===== src/rtl/dmem_arbiter_if.sv =====
// Bundle of the CPU port, debug port and DMEM port seen by dmem_arbiter.
// The slave modport is the arbiter's view; master is the requesters plus DMEM.
interface dmem_arbiter_if #(
    parameter int REG_WIDTH = 32
);
    logic                 cpu_req;
    logic                 cpu_we;
    logic [REG_WIDTH-1:0] cpu_addr;
    logic [REG_WIDTH-1:0] cpu_wdata;
    logic                 cpu_gnt;
    logic                 cpu_rvalid;
    logic [REG_WIDTH-1:0] cpu_rdata;
    logic                 cpu_stall;

    logic                 dbg_req;
    logic                 dbg_we;
    logic [REG_WIDTH-1:0] dbg_addr;
    logic [REG_WIDTH-1:0] dbg_wdata;
    logic                 dbg_lock;
    logic                 dbg_gnt;
    logic                 dbg_rvalid;
    logic [REG_WIDTH-1:0] dbg_rdata;

    logic                 mem_wr_en;
    logic [REG_WIDTH-1:0] mem_addr;
    logic [REG_WIDTH-1:0] mem_wr_data;
    logic [REG_WIDTH-1:0] mem_rd_data;

    modport slave (
        input  cpu_req, cpu_we, cpu_addr, cpu_wdata,
        output cpu_gnt, cpu_rvalid, cpu_rdata, cpu_stall,
        input  dbg_req, dbg_we, dbg_addr, dbg_wdata, dbg_lock,
        output dbg_gnt, dbg_rvalid, dbg_rdata,
        output mem_wr_en, mem_addr, mem_wr_data,
        input  mem_rd_data
    );

    modport master (
        output cpu_req, cpu_we, cpu_addr, cpu_wdata,
        input  cpu_gnt, cpu_rvalid, cpu_rdata, cpu_stall,
        output dbg_req, dbg_we, dbg_addr, dbg_wdata, dbg_lock,
        input  dbg_gnt, dbg_rvalid, dbg_rdata,
        input  mem_wr_en, mem_addr, mem_wr_data,
        output mem_rd_data
    );
endinterface


===== src/rtl/dmem_arbiter.sv =====
// Single-port DMEM arbiter: CPU has fixed priority, a starvation counter forces
// debug through after STARVE_LIMIT denied cycles, and dbg_lock fences the CPU off.
module dmem_arbiter #(
    parameter int REG_WIDTH    = 32,
    parameter int STARVE_LIMIT = 4
) (
    input  logic            clk,
    input  logic            reset_n,   // active-high despite the name
    dmem_arbiter_if.slave   bus
);
    localparam logic [3:0] LIMIT = 4'(STARVE_LIMIT);

    typedef enum logic {
        OWNER_CPU = 1'b0,
        OWNER_DBG = 1'b1
    } owner_e;

    logic [3:0]           starve_cnt_q, starve_cnt_d;
    logic                 rsp_pend_q,   rsp_pend_d;
    owner_e               rsp_owner_q,  rsp_owner_d;
    logic [REG_WIDTH-1:0] addr_q,       addr_d;
    logic [REG_WIDTH-1:0] wdata_q,      wdata_d;
    logic [REG_WIDTH-1:0] cpu_rdata_q,  cpu_rdata_d;
    logic [REG_WIDTH-1:0] dbg_rdata_q,  dbg_rdata_d;

    logic                 cpu_gnt;
    logic                 dbg_gnt;
    logic                 cpu_rvalid;
    logic                 dbg_rvalid;

    // Grant decision uses only requests, lock and the counter, never mem_rd_data.
    always_comb begin
        // NOTE: every output of a combinational block gets a default first,
        // otherwise a path that skips the assignment infers a latch.
        cpu_gnt = 1'b0;
        dbg_gnt = 1'b0;
        if (!reset_n) begin
            if (bus.dbg_lock) begin
                dbg_gnt = bus.dbg_req;
            end else if (bus.dbg_req && starve_cnt_q == LIMIT) begin
                dbg_gnt = 1'b1;
            end else if (bus.cpu_req) begin
                cpu_gnt = 1'b1;
            end else if (bus.dbg_req) begin
                dbg_gnt = 1'b1;
            end
        end
    end

    // Next-state logic.
    always_comb begin
        starve_cnt_d = '0;
        if (bus.dbg_req && !dbg_gnt) begin
            starve_cnt_d = (starve_cnt_q == LIMIT) ? starve_cnt_q : starve_cnt_q + 4'd1;
        end

        rsp_pend_d  = (cpu_gnt && !bus.cpu_we) || (dbg_gnt && !bus.dbg_we);
        rsp_owner_d = dbg_gnt ? OWNER_DBG : OWNER_CPU;

        // Keep a copy of whatever was last presented so idle cycles hold the bus.
        addr_d      = bus.mem_addr;
        wdata_d     = bus.mem_wr_data;
        cpu_rdata_d = bus.cpu_rdata;
        dbg_rdata_d = bus.dbg_rdata;
    end

    // Outputs. A response pending when reset arrives is suppressed here.
    always_comb begin
        cpu_rvalid = rsp_pend_q && (rsp_owner_q == OWNER_CPU) && !reset_n;
        dbg_rvalid = rsp_pend_q && (rsp_owner_q == OWNER_DBG) && !reset_n;
    end

    assign bus.cpu_gnt     = cpu_gnt;
    assign bus.dbg_gnt     = dbg_gnt;
    assign bus.cpu_stall   = bus.cpu_req & ~cpu_gnt;
    assign bus.cpu_rvalid  = cpu_rvalid;
    assign bus.dbg_rvalid  = dbg_rvalid;
    assign bus.cpu_rdata   = cpu_rvalid ? bus.mem_rd_data : cpu_rdata_q;
    assign bus.dbg_rdata   = dbg_rvalid ? bus.mem_rd_data : dbg_rdata_q;

    assign bus.mem_wr_en   = (cpu_gnt & bus.cpu_we) | (dbg_gnt & bus.dbg_we);
    assign bus.mem_addr    = cpu_gnt ? bus.cpu_addr  : (dbg_gnt ? bus.dbg_addr  : addr_q);
    assign bus.mem_wr_data = cpu_gnt ? bus.cpu_wdata : (dbg_gnt ? bus.dbg_wdata : wdata_q);

    always_ff @(posedge clk) begin
        // NOTE: sequential state uses non-blocking assignments so every flop
        // samples pre-edge values regardless of statement order.
        if (reset_n) begin
            starve_cnt_q <= '0;
            rsp_pend_q   <= 1'b0;
            rsp_owner_q  <= OWNER_CPU;
            addr_q       <= '0;
            wdata_q      <= '0;
            cpu_rdata_q  <= '0;
            dbg_rdata_q  <= '0;
        end else begin
            starve_cnt_q <= starve_cnt_d;
            rsp_pend_q   <= rsp_pend_d;
            rsp_owner_q  <= rsp_owner_d;
            addr_q       <= addr_d;
            wdata_q      <= wdata_d;
            cpu_rdata_q  <= cpu_rdata_d;
            dbg_rdata_q  <= dbg_rdata_d;
        end
    end
endmodule

===== src/flat_wrapper.sv =====
// flat-port wrapper written by rule: the top's interface ports become plain ports
module dmem_arbiter_flat 
#(
    parameter int REG_WIDTH    = 32,
    parameter int STARVE_LIMIT = 4
)
  (clk, reset_n, bus_cpu_req, bus_cpu_we, bus_cpu_addr, bus_cpu_wdata, bus_cpu_gnt, bus_cpu_rvalid, bus_cpu_rdata, bus_cpu_stall, bus_dbg_req, bus_dbg_we, bus_dbg_addr, bus_dbg_wdata, bus_dbg_lock, bus_dbg_gnt, bus_dbg_rvalid, bus_dbg_rdata, bus_mem_wr_en, bus_mem_addr, bus_mem_wr_data, bus_mem_rd_data);
  dmem_arbiter_if #(.REG_WIDTH(REG_WIDTH)) bus_i ();
  input  logic clk;
  input  logic reset_n;
  input wire logic [$bits(bus_i.cpu_req)-1:0] bus_cpu_req;
  input wire logic [$bits(bus_i.cpu_we)-1:0] bus_cpu_we;
  input wire logic [$bits(bus_i.cpu_addr)-1:0] bus_cpu_addr;
  input wire logic [$bits(bus_i.cpu_wdata)-1:0] bus_cpu_wdata;
  output wire logic [$bits(bus_i.cpu_gnt)-1:0] bus_cpu_gnt;
  output wire logic [$bits(bus_i.cpu_rvalid)-1:0] bus_cpu_rvalid;
  output wire logic [$bits(bus_i.cpu_rdata)-1:0] bus_cpu_rdata;
  output wire logic [$bits(bus_i.cpu_stall)-1:0] bus_cpu_stall;
  input wire logic [$bits(bus_i.dbg_req)-1:0] bus_dbg_req;
  input wire logic [$bits(bus_i.dbg_we)-1:0] bus_dbg_we;
  input wire logic [$bits(bus_i.dbg_addr)-1:0] bus_dbg_addr;
  input wire logic [$bits(bus_i.dbg_wdata)-1:0] bus_dbg_wdata;
  input wire logic [$bits(bus_i.dbg_lock)-1:0] bus_dbg_lock;
  output wire logic [$bits(bus_i.dbg_gnt)-1:0] bus_dbg_gnt;
  output wire logic [$bits(bus_i.dbg_rvalid)-1:0] bus_dbg_rvalid;
  output wire logic [$bits(bus_i.dbg_rdata)-1:0] bus_dbg_rdata;
  output wire logic [$bits(bus_i.mem_wr_en)-1:0] bus_mem_wr_en;
  output wire logic [$bits(bus_i.mem_addr)-1:0] bus_mem_addr;
  output wire logic [$bits(bus_i.mem_wr_data)-1:0] bus_mem_wr_data;
  input wire logic [$bits(bus_i.mem_rd_data)-1:0] bus_mem_rd_data;
  assign bus_i.cpu_req = bus_cpu_req;
  assign bus_i.cpu_we = bus_cpu_we;
  assign bus_i.cpu_addr = bus_cpu_addr;
  assign bus_i.cpu_wdata = bus_cpu_wdata;
  assign bus_cpu_gnt = bus_i.cpu_gnt;
  assign bus_cpu_rvalid = bus_i.cpu_rvalid;
  assign bus_cpu_rdata = bus_i.cpu_rdata;
  assign bus_cpu_stall = bus_i.cpu_stall;
  assign bus_i.dbg_req = bus_dbg_req;
  assign bus_i.dbg_we = bus_dbg_we;
  assign bus_i.dbg_addr = bus_dbg_addr;
  assign bus_i.dbg_wdata = bus_dbg_wdata;
  assign bus_i.dbg_lock = bus_dbg_lock;
  assign bus_dbg_gnt = bus_i.dbg_gnt;
  assign bus_dbg_rvalid = bus_i.dbg_rvalid;
  assign bus_dbg_rdata = bus_i.dbg_rdata;
  assign bus_mem_wr_en = bus_i.mem_wr_en;
  assign bus_mem_addr = bus_i.mem_addr;
  assign bus_mem_wr_data = bus_i.mem_wr_data;
  assign bus_i.mem_rd_data = bus_mem_rd_data;
  dmem_arbiter #(.REG_WIDTH(REG_WIDTH), .STARVE_LIMIT(STARVE_LIMIT)) u_core (.clk(clk), .reset_n(reset_n), .bus(bus_i));
endmodule

===== config.mk =====
export PLATFORM = sky130hd
export DESIGN_NAME = dmem_arbiter_flat
export DESIGN_NICKNAME = d
export VERILOG_FILES = /design/src/rtl/dmem_arbiter_if.sv /design/src/rtl/dmem_arbiter.sv /design/src/flat_wrapper.sv
export SDC_FILE = /design/constraint.sdc
export NUM_CORES = 1
export LEC_CHECK = 0
export CORE_ASPECT_RATIO = 2
export CORE_MARGIN = 10
export CORE_UTILIZATION = 40
export DETAILED_ROUTE_END_ITERATION = 16
export GPL_ROUTABILITY_DRIVEN = 0
export GPL_TIMING_DRIVEN = 0
export PLACE_DENSITY = 0.78
export SLEW_MARGIN = 25
export SYNTH_ARGS = -nofsm -noshare
export SYNTH_HDL_FRONTEND = slang
export SYNTH_SLANG_ARGS = --single-unit

===== constraint.sdc =====
create_clock -name clk -period 3.2 [get_ports clk]
set_clock_uncertainty 0.05 [all_clocks]
set_input_delay 0.32 -clock clk [delete_from_list [all_inputs] [get_ports clk]]
set_output_delay 0.32 -clock clk [all_outputs]
set_load 0.01 [all_outputs]

==> results of run 1 <==
[state kept, by name, indices dropped and copies added (netlist names)]
signal / cells
u_core.dbg_rdata_q: 32
u_core.rsp_pend_q: 1
u_core.addr_q: 32
u_core.rsp_owner_q: 1
u_core.cpu_rdata_q: 32
u_core.starve_cnt_q: 4
u_core.wdata_q: 32
[per-layer routing]
layer,vias to the layer above,wire length [microns],global-route usage [%]
li1,3022,-,-
met1,2954,8410,20.8
met2,203,13300,40.7
met3,32,1570,6.26
met4,0,752,9.30
met5,-,0,0
[per-stage QoR]
stage | instance area (sq um) | util (%) | instances | hold WS [ns]
floorplan | 6440 | - | 668 | 0.364
global placement | 9700 | 61.5 | 1169 | 0.423
detailed placement | 9700 | 61.5 | 1169 | 0.443
CTS | 10200 | 64.6 | 1201 | 0.450
global route | 10200 | 64.8 | 1203 | 0.422
finish | 10200 | 64.8 | 1203 | 0.395
[area by class of cell]
class	instances	area [sq um]
clock inverters	14	125
fillers	1330	5560
repair buffers	300	2950
flip-flops and latches	134	2680
diodes	2	5.00
clock buffers	18	439
multi-input cells	471	3400
well taps	201	251
plain buffers	56	342
inverters	7	26.3
[cells in the final DEF (no fill, tap or decap), types with 2 or more instances in the layout]
master,count
sky130_fd_sc_hd__nand2_1,129
sky130_fd_sc_hd__diode_2,2
sky130_fd_sc_hd__ha_1,2
sky130_fd_sc_hd__nor2b_1,65
sky130_fd_sc_hd__buf_2,21
sky130_fd_sc_hd__buf_6,11
sky130_fd_sc_hd__clkbuf_1,18
sky130_fd_sc_hd__clkbuf_16,17
sky130_fd_sc_hd__nor2_1,55
sky130_fd_sc_hd__nor2_2,9
sky130_fd_sc_hd__dfxtp_1,133
sky130_fd_sc_hd__dlymetal6s2s_1,7
sky130_fd_sc_hd__a311oi_2,64
sky130_fd_sc_hd__inv_6,3
sky130_fd_sc_hd__nand3b_1,2
sky130_fd_sc_hd__clkinv_4,3
sky130_fd_sc_hd__clkinvlp_4,3
sky130_fd_sc_hd__inv_2,2
sky130_fd_sc_hd__buf_4,6
sky130_fd_sc_hd__a31oi_1,64
sky130_fd_sc_hd__mux2_2,64
sky130_fd_sc_hd__inv_1,5
sky130_fd_sc_hd__dlygate4sd2_1,56
sky130_fd_sc_hd__clkinv_2,4
sky130_fd_sc_hd__nor3_1,5
sky130_fd_sc_hd__clkdlybuf4s50_1,237
[timing repair]
item                                    4_1_cts  5_1_grt
gates resized for setup                      58        8
endpoints found under the setup margin       56        9
hold buffers                                  0        0
[worst paths after layout]
kind / endpoint
setup / recovery: bus_mem_wr_data[31]
hold / removal: u_core.starve_cnt_q[0]
setup reg to reg: u_core.addr_q[3]
hold reg to reg: u_core.starve_cnt_q[0]
[logic make-up after synthesis]
group	Yosys count	share of synthesized area, %
simple gates	271	19.3
flops	134	41.6
compound gates	133	21.7
mux	64	11.2
buf+inv	63	5.63
fa+ha+maj	2	0.388
xor+xnor	1	0.136
[power groups by stage]
stage / clock (mW) / combinational, mW / sequential (mW)
2_1_floorplan: 0 / 0.402 / 1.79
3_3_place_gp: 0 / 0.934 / 1.79
3_5_place_dp: 0 / 0.942 / 1.79
4_1_cts: 1.91 / 0.891 / 1.76
5_1_grt: 1.99 / 0.943 / 1.76
6_report: 1.88 / 0.878 / 1.76
==> metrics, run 1 <==
number of distinct library cells after synthesis 29; CTS tree done; maxcap violations 0; via total after detailed routing 6211; sw power around 1.2 mW; leakage 4.11 nW; Synth async-reset ratio 0%; cells taking the most area after synthesis sky130_fd_sc_hd__dfxtp_1, sky130_fd_sc_hd__a311oi_2, sky130_fd_sc_hd__mux2_2, sky130_fd_sc_hd__nand2_1, sky130_fd_sc_hd__nor2b_1; beginning of the critical path u_core.starve_cnt_q[1]; Synth top area share 41.6%; crit-path cells inv_1 > ha_1 > and3b_1 > a211o_1 > buf_2 > buf_6 > buf_6 > a31oi_1 > clkdlybuf4s50_1; count of port buffers added during placement 300; layout cell share with drive strength beyond 1 21.2%; WP data arrival between 2 and 3 ns; proportion of power drawn by combinational gates 19.4%; maximum frequency from static timing analysis 325 MHz; DIE AREA around 22000 sq um; total number of yosys warnings 0; GRT Overall Usage a little over a fifth; Net count, final ~1.2k; max-slew violation count 0; clock sink count 134; run status finished, final reports clean; FP Rows 65; post-detailed-route via-to-cell ratio 5.16; most common cell in the netlist sky130_fd_sc_hd__dfxtp_1; number of nets with antenna violations after detailed routing 0; Clock Tree Buf Depth 2; critical path's top delay family buffers and inverters; crit path kind reg2out; aggregate negative setup slack 0 ns; part of the total power dissipated in sequential elements 38.9%; area of the mapped netlist 6440 sq um; antenna violations before repair 2; CTS root buf sky130_fd_sc_hd__clkbuf_16; power per unit of standard cell area 442 nW/um^2; largest area contributor in the netlist sky130_fd_sc_hd__dfxtp_1; wire length of the first global-routing pass 36600 microns; Worst Path Required ~2.8 ns; Total Routed Length ~24000 microns; detailed-placement wirelength estimate 19100 microns; Die Span X 110 microns; Final min period 3.08 ns; pin count of the biggest net entering global routing 17; number of global-route vias before repair approximately 6.6k; drt wl/cell between 15 and 20 microns; worst hold path cell count 1; setup repair after global routing missed its margin false; Cell Int Power 3.31 mW; Die Height 199 microns; number of top-level design ports around 300; most frequently used flop master after synthesis sky130_fd_sc_hd__dfxtp_1; worst-path maximum fanout 10; number of remaining DRC errors 0; maximum level of the CTS H-tree 4; count of flip-flops with a built-in enable after synthesis 0; CP Depth 9; worst stage delay on the critical path just under 0.6 ns; clock latency on the worst-skew pair 0.42 ns; most used cell along the critical path sky130_fd_sc_hd__buf_6; reg2reg path depth 8; Critical Path End Type output pin; Hold/Removal Path Class reg2reg; setup bufs post-CTS 0; cell type of the slowest stage on the worst timing path sky130_fd_sc_hd__clkdlybuf4s50_1; Mean Syn Cell Area 9.65 sq um; flip-flop and latch count after synthesis between 100 and 150; instance count of the mapped netlist 668; startpoint of the lowest-slack register-to-register path u_core.starve_cnt_q[1]; Tightest Pin Transition 0.792 ns; detailed-router iteration count before antenna repair 4; switching portion of total power 26.8%; final setup violation count 0; final-report hold violation count 0; leading cell types by count after synthesis sky130_fd_sc_hd__dfxtp_1, sky130_fd_sc_hd__nand2_1, sky130_fd_sc_hd__nor2b_1; Clock transition at path regs 0.06 ns; VDD IR max 0.350 mV; Max-Slew Margin vs Limit a little under half; count of buffer and inverter cells on the critical path 5; area overhead of the layout relative to synthesis 58.6%; worst setup slack after layout between 0.1 and 0.15 ns; total congestion overflow 0; core region area roughly 16000 sq um; sort of element at the start of the critical path flop; sequential element share of the synthesized area a little over two fifths; Setup Slack @ Placement 0.0567 ns; share of power burned in the clock network 41.6%; Worst Hold Launch u_core.starve_cnt_q[0]; Final period util slightly below 100%; R2R setup slack 1.16 ns; net count of the mapped netlist about 840; CTS Buf Count 17; overall power of the completed layout 4.52 mW; starting utilization of the core area 40.8%; initial DRC count between 100 and 150
Note: power is estimated with default switching activity, not from simulation.
==> run 2, diff against run 1 <==
- PLACE_DENSITY: 0.78 -> 0.75
==> metrics, run 2 (synthesis gave the netlist of run 1 again) <==
Critical Path End Type output pin; overall power of the completed layout 4.64 mW; CTS root buf sky130_fd_sc_hd__clkbuf_16; Max-Slew Margin vs Limit 48.1%; drt wl/cell 20.2 microns; pin count of the biggest net entering global routing 17; number of standard cells in the layout, taps in and fillers out 1205; number of top-level design ports 301; CTS Buf Count 17; setup repair after global routing missed its margin false; CTS tree done; maxcap violations 0; clock sink count 134; worst-path maximum fanout 10; Final min period approximately 3.1 ns; worst hold path cell count 1; max-slew violation count 0; GRT Overall Usage 21.9%; Clock transition at path regs 0.06 ns; maximum frequency from static timing analysis ~330 MHz; final-report hold violation count 0; starting utilization of the core area 40.8%; sort of element at the start of the critical path flop; run status finished, final reports clean; Net count, final 1156; detailed-router iteration count before antenna repair 4; Total Routed Length 24300 microns; number of nets with antenna violations after detailed routing 0; aggregate negative setup slack 0 ns; Tightest Pin Transition 0.778 ns; multi-input combinational cell area 3400 sq um; setup bufs post-CTS 0; VDD IR max roughly 0.37 mV; worst setup slack after layout 0.128 ns; number of global-route vias before repair 6668; count of port buffers added during placement 300; wire length of the first global-routing pass between 30000 and 40000 microns; clock latency on the worst-skew pair 0.41 ns; fill cell instance count of the final layout 1366; Die Span X between 100 and 150 microns; WP data arrival 2.70 ns; core region area 15800 sq um; FP Rows 65; initial DRC count 168; commonest non-fill, non-tap cell in the layout sky130_fd_sc_hd__clkdlybuf4s50_1; Worst Path Required 2.83 ns; cell total after placement 1169; DIE AREA 21900 sq um; Die Height 199 microns; layout cell share with drive strength beyond 1 21.1%; number of remaining DRC errors 0; flip-flop and latch area between 2000 and 3000 sq um; post-route core utilization approximately two thirds; most frequent cells in the layout sky130_fd_sc_hd__clkdlybuf4s50_1, sky130_fd_sc_hd__dfxtp_1, sky130_fd_sc_hd__nand2_1; via total after detailed routing roughly 6.2k; Clock Tree Buf Depth 2; area overhead of the layout relative to synthesis 59.0%; final setup violation count 0; maximum level of the CTS H-tree 4; detailed-placement wirelength estimate 19400 microns; antenna violations before repair 4; crit path kind reg2out; Final period util between 90% and 100%; leakage 4.09 nW; reg2reg path depth 8; Setup Slack @ Placement between 0.04 and 0.05 ns; post-detailed-route via-to-cell ratio 5.18; Hold/Removal Path Class reg2reg; power per unit of standard cell area 453 nW/um^2; total congestion overflow 0
-- run 2: changes by cell type in the layout (fill, tap and decap cells not counted), sizes merged --
cell / change
clkinv: -6
inv: +4
diode: +2
dlygate4sd2: +2
dlymetal6s2s: -2
bufinv: +1
clkinvlp: +1
-- run 2: area by class of cell --
| cell class | instances | share of cell area, % |
|---|---|---|
| Multi-Input combinational cell | 471 | 33.2 |
| Timing Repair Buffer | 300 | 28.7 |
| Sequential cell | 134 | 26.2 |
| Clock buffer | 18 | 4.19 |
| Buffer | 56 | 3.31 |
| Tap cell | 201 | 2.45 |
| Clock inverter | 14 | 1.61 |
| Inverter | 7 | 0.256 |
| Antenna cell | 4 | 0.0977 |
-- run 2: routing by layer --
layer  share of wire (%)  wire [microns]  global-route usage (%)
met2                  55           13300                    40.8
met5                   0               0                       0
met1                  35            8470                    21.4
met3                 6.6            1600                    5.81
met4                 3.7             894                    10.4
-- run 2: where the power goes --
group / internal (mW) / switching, mW / total [mW]
Clock: 1.17 / 0.831 / 2.00
Combinational: 0.472 / 0.406 / 0.878
Sequential: 1.74 / 0.0181 / 1.76
-- run 2: final timing paths --
kind | to | slack, ns | from
worst max-delay path | bus_mem_wr_data[31] | 0.13 | u_core.starve_cnt_q[0]
worst min-delay path | u_core.starve_cnt_q[0] | 0.39 | u_core.starve_cnt_q[0]
worst max register to register | u_core.wdata_q[9] | 1.15 | u_core.starve_cnt_q[0]
worst min register to register | u_core.starve_cnt_q[0] | 0.39 | u_core.starve_cnt_q[0]
-- run 2: timing repair --
action	4_1_cts	5_1_grt
pin swaps	0	0
hold buffers	0	0
setup endpoints to repair	58	7
endpoints found under the hold margin	0	0
gates resized for setup	59	6
-- run 2: worst max-delay path: stages, from the launching register on --
cell and delay (ns):
sky130_fd_sc_hd__dfxtp_2 0.35, sky130_fd_sc_hd__inv_1 0.05, sky130_fd_sc_hd__ha_1 0.22, sky130_fd_sc_hd__and3b_1 0.19, sky130_fd_sc_hd__a211o_1 0.28, sky130_fd_sc_hd__buf_2 0.16
sky130_fd_sc_hd__buf_6 0.16, sky130_fd_sc_hd__buf_6 0.16, sky130_fd_sc_hd__a31oi_1 0.13, sky130_fd_sc_hd__clkdlybuf4s50_1 0.58
-- run 2: stage by stage --
stage / area (sq um) / hold WS, ns
global placement: 9700 / 0.421
global route: 10200 / 0.407
CTS: 10200 / 0.440
detailed placement: 9700 / 0.429
floorplan: 6440 / 0.364
finish: 10200 / 0.392
